`src/rtl/pc_unit.sv`:
```
// Program-counter unit: selects the next fetch address each cycle and takes
// precise traps. Bit 31 of the PC is the kernel-mode bit. All address
// arithmetic is done on bits [30:0] and wraps modulo 2^31.
module pc_unit #(
  parameter logic [31:0] RESET_VEC = 32'h8000_0000,
  parameter logic [31:0] IRQ_VEC   = 32'h8000_0004,
  parameter logic [31:0] EXC_VEC   = 32'h8000_0008
) (
  input  logic        clk,
  input  logic        reset,
  input  logic        stall,
  input  logic [1:0]  pc_src,
  input  logic        branch_taken,
  input  logic [15:0] imm16,
  input  logic [25:0] target26,
  input  logic [31:0] jr_target,
  input  logic        irq,
  input  logic        illop,
  output logic [31:0] pc,
  output logic [30:0] rom_addr,
  output logic [31:0] pc_plus4,
  output logic        kernel,
  output logic        trap_wb,
  output logic [31:0] link_pc
);

  localparam logic [1:0] SRC_SEQ = 2'd0;
  localparam logic [1:0] SRC_BR  = 2'd1;
  localparam logic [1:0] SRC_J   = 2'd2;
  localparam logic [1:0] SRC_JR  = 2'd3;

  logic [31:0] pc_q;
  logic [31:0] pc_d;
  logic        irq_pend_q;
  logic        irq_pend_d;
  logic        irq_dly_q;

  logic [30:0] br_off_s;
  logic [31:0] pc_norm_s;
  logic        irq_rise_s;
  logic        exc_take_s;
  logic        irq_take_s;

  // Present PC; while reset is held the visible PC is the reset vector.
  always_comb begin
    pc = RESET_VEC;
    if (reset) begin
      pc = pc_q;
    end else begin
      pc = RESET_VEC;
    end
    rom_addr = pc[30:0];
    kernel   = pc[31];
    pc_plus4 = {pc[31], pc[30:0] + 31'd4};
  end

  // Trap decision: exception beats interrupt; interrupts only leave user mode.
  always_comb begin
    irq_rise_s = irq & ~irq_dly_q;
    exc_take_s = reset & ~stall & illop;
    irq_take_s = reset & ~stall & ~illop & irq_pend_q & ~kernel;
    trap_wb    = exc_take_s | irq_take_s;
    link_pc    = pc_plus4;
    if (irq_take_s) begin
      // Interrupted instruction has not executed, so it is re-run on return.
      link_pc = pc;
    end else begin
      link_pc = pc_plus4;
    end
  end

  // Normal (non-trap) next-PC selection; JR can drop but never raise bit 31.
  always_comb begin
    br_off_s  = {{13{imm16[15]}}, imm16, 2'b00};
    pc_norm_s = pc_plus4;
    case (pc_src)
      SRC_SEQ: pc_norm_s = pc_plus4;
      SRC_BR: begin
        if (branch_taken) begin
          pc_norm_s = {pc[31], pc_plus4[30:0] + br_off_s};
        end else begin
          pc_norm_s = pc_plus4;
        end
      end
      SRC_J:   pc_norm_s = {pc[31], pc_plus4[30:28], target26, 2'b00};
      SRC_JR:  pc_norm_s = {pc[31] & jr_target[31], jr_target[30:0]};
      default: pc_norm_s = pc_plus4;
    endcase
  end

  // Next-state for PC and pending interrupt; a new edge wins over a clear.
  always_comb begin
    pc_d       = pc_q;
    irq_pend_d = irq_pend_q;
    if (stall) begin
      pc_d = pc_q;
    end else if (exc_take_s) begin
      pc_d = EXC_VEC;
    end else if (irq_take_s) begin
      pc_d = IRQ_VEC;
    end else begin
      pc_d = pc_norm_s;
    end
    if (irq_rise_s) begin
      irq_pend_d = 1'b1;
    end else if (irq_take_s) begin
      irq_pend_d = 1'b0;
    end else begin
      irq_pend_d = irq_pend_q;
    end
  end

  // State registers; irq edge tracking keeps running during stalls.
  always_ff @(posedge clk) begin
    if (!reset) begin
      pc_q       <= RESET_VEC;
      irq_pend_q <= 1'b0;
      irq_dly_q  <= 1'b0;
    end else begin
      pc_q       <= pc_d;
      irq_pend_q <= irq_pend_d;
      irq_dly_q  <= irq;
    end
  end

endmodule

```
`config.mk`:
```
export PLATFORM = sky130hd
export DESIGN_NAME = pc_unit
export DESIGN_NICKNAME = d
export VERILOG_FILES = /design/src/rtl/pc_unit.sv
export SDC_FILE = /design/constraint.sdc
export NUM_CORES = 1
export LEC_CHECK = 0
export CAP_MARGIN = 40
export CORE_UTILIZATION = 35
export DETAILED_ROUTE_END_ITERATION = 8
export PLACE_DENSITY_LB_ADDON = 0.08
export SYNTH_ARGS = -nofsm -noshare
export SYNTH_HDL_FRONTEND = slang
export SYNTH_SLANG_ARGS = --single-unit
```
`constraint.sdc`:
```
create_clock -name clk -period 6.39 [get_ports clk]
set_input_delay 0.639 -clock clk [delete_from_list [all_inputs] [get_ports clk]]
set_output_delay 0.639 -clock clk [all_outputs]
set_load 0.1 [all_outputs]
```
==> flow_metrics.tcl <==
set metrics [dict create \
    p_per_area_nw_per_um2 113 \
    die_area_sq_um 15700 \
    hpwlAfterDp_mm 19.5 \
    clock-sinks 34 \
    period_share_pct 80.7 \
    drv_cap 0 \
    htree_levels 2 \
    antenna_cells 0 \
    max_freq_mhz 194 \
    grt_pass1_vias 6974 \
    synth_seq_cells 34 \
    place_area_sq_um 9010 \
    drt-total-wl_mm 25.2 \
    postCtsHoldBufs 0 \
    violations "DRC" \
    postCtsResizedCells 0 \
    final_area_sq_um 9180 \
    ir_worst_vdd_v 0.0000958 \
    status "complete, but fails checks" \
    worst_pin_slew_ns 0.847 \
    die_w_microns 125 \
    synth_edf_count 0 \
    post-route-util_pct 62.4 \
    slew_headroom_pct 43.2 \
    io_pins 211 \
    grt_usage_pct 32.0 \
    final-max-slew-violation-count 0 \
    cts_setup_buffers 0 \
    switchingPower_mw 0.428 \
    wl_per_cell_microns 20.7 \
    syn-mean-instance-area_sq_um 6.85 \
    rsz0062_at_grt "false" \
    dp_slack_ns 0.968 \
    drc_errors 16 \
    grt_start_max_net_pins 42 \
    cp_max_fo 10 \
    tritoncts "built" \
    fin_cells 1216 \
    critPathCaptureType "register" \
    grt_remaining_overflow 0 \
    ant_nets 0 \
    yosysUniqueCellTypes 70 \
    io_buffers 210 \
    gp_congestion 0.928 \
    arrival_ns 5.34 \
    hold_class "reg -> reg" \
    tns_ns 0 \
    start_util_pct 36.3 \
    row_count 44 \
    leakage_nw 3.86 \
    synth_fp_nets 895 \
    netlist_area_sq_um 5330 \
    period_needed_ns 5.16 \
    ctsLongestPathBuffers 2 \
    crit_type "in -> reg" \
    skew_ns 0.00573 \
    cts_root_buf "clkbuf_16" \
    synth_ff_type "dfxtp_1" \
    switching_share_pct 41.4 \
    drt_iter0_drc 701 \
    total_power_mw 1.03 \
    drive_above_1_share_pct 17.7 \
    area_delta_synth_final_pct 72.1 \
    firstDrtPassIters 8 \
    p_seq_share_pct 22.3 \
    clk_latency_ns 0.29 \
    antenna_found_initial 0 \
    cp-start-kind "input port" \
    setup_viol 0 \
    cts.clk_slew.worst_paths_ns 0.06 \
    cp.required_ns 6.57 \
    power.internal_mw 0.606 \
    yosysWarnings 0 \
    hold_viol 0 \
    synthArstFlopShare_pct 0 \
    via_count 7058 \
    combPwrFrac_pct 48.9 \
    ys_seq_area_share_pct 12.8 \
    worst_hold_slack_ns 0.526 \
    netlist_instances 778 \
    dieHeight_microns 125 \
    placed_cells 1209 \
    nNetsFinal 1149 \
    p_clk_share_pct 28.8 \
    viasPerCell 5.80 \
    cts-buffers-inserted 5 \
    core_area_sq_um 14700 \
    final.setup.worst_slack_ns 1.23 \
    grt_pass1_wl_mm 38.8 \
]
[area by class of cell]
cell class	instances	area [sq um]
Clock buffer	6	139
Clock inverter	1	30.0
Fill cell	1254	5520
Inverter	39	150
Multi-Input combinational cell	624	4180
Sequential cell	34	681
Tap cell	184	230
Timing Repair Buffer	328	3770
[cell usage in the layout (no fill, tap or decap), types with 4 or more instances in the layout]
master,netlist,layout
mux4_2,4,4
a31oi_1,7,7
inv_1,36,35
o2111ai_1,5,5
nand2_1,102,101
xnor2_2,0,9
dfxtp_1,34,34
nand3_1,29,29
or3_1,8,8
a211oi_1,8,8
ha_1,34,34
nand2b_1,15,15
nor3_1,20,18
nor2b_1,7,7
xor2_1,14,13
clkdlybuf4s50_1,0,185
a21o_1,8,8
xnor2_1,55,44
nor2_1,55,55
o31ai_1,7,7
a22o_1,8,8
buf_8,0,102
buf_16,0,4
buf_4,38,35
and2_1,21,20
a21oi_1,55,55
o211ai_1,10,10
o21ai_0,57,57
clkbuf_16,0,5
and3_1,6,6
nand4_1,14,14
or4_1,5,5
nor4_1,4,4
[layer usage]
layer / track usage, % / wire [microns] / up-vias
met2: 51.9 / 11500 / 378
met1: 42.4 / 10700 / 3377
met5: 0 / 0 / -
li1: - / - / 3262
met3: 6.16 / 2510 / 41
met4: 10.1 / 567 / 0
[Yosys cell counts, types with 10 or more instances]
master	number	share of area [%]
a21oi_1	55	5.2
and2_1	21	2.5
buf_4	38	5.4
clkbuf_1	38	2.7
dfxtp_1	34	13
ha_1	34	8.0
inv_1	36	2.5
nand2_1	102	7.2
nand2b_1	15	1.8
nand3_1	29	2.7
nand4_1	14	1.6
nor2_1	55	3.9
nor3_1	20	1.9
o211ai_1	10	1.4
o21ai_0	57	5.4
xnor2_1	55	9.0
xor2_1	14	2.3
[power groups by stage]
stage	Sequential, mW	Combinational [mW]	Clock, mW
CTS	0.230	0.503	0.303
floorplan	0.231	0.306	0
detailed placement	0.234	0.501	0
global route	0.231	0.530	0.311
global placement	0.234	0.442	0
finish	0.230	0.506	0.298
[sequential cells by signal (all words and copies together), names as in the netlist]
name and cells:
irq_dly_q 1, pc_q 32, irq_pend_q 1
[worst max-delay path, cell delays in order]
cell and delay (ns):
buf_2 0.21, nand2_4 0.10, clkinvlp_4 0.11, ha_1 0.36
nand4_4 0.20, nor4_1 0.62, nand3_1 0.43, xnor2_4 0.28
ha_1 0.39, o21ai_0 0.12, a32o_1 0.27, or4_1 0.51
a21oi_1 0.24, o21ai_0 0.33, nor2_1 0.21, a21oi_1 0.06
o31a_1 0.27
[path summary, 6_finish.rpt]
path                            slack [ns]  depth (start not counted)       start    endpoint
worst max-delay path                  1.23                         17       reset    pc_q[30]
worst min-delay path                  0.53                          2  irq_pend_q  irq_pend_q
worst max register to register        1.40                         16     pc_q[2]    pc_q[30]
worst min register to register        0.53                          2  irq_pend_q  irq_pend_q
[kinds of logic after synthesis]
| logic type | synth area share, % |
|---|---|
| adders and majority gates | 8.35 |
| buffers and inverters | 11.3 |
| and+or+nand+nor | 28.4 |
| muxes | 2.25 |
| AOI/OAI and AO/OA | 25.6 |
| xor gates and xnor gates | 11.3 |
| DFF | 12.8 |
Note: power is estimated with default switching activity, not from simulation.
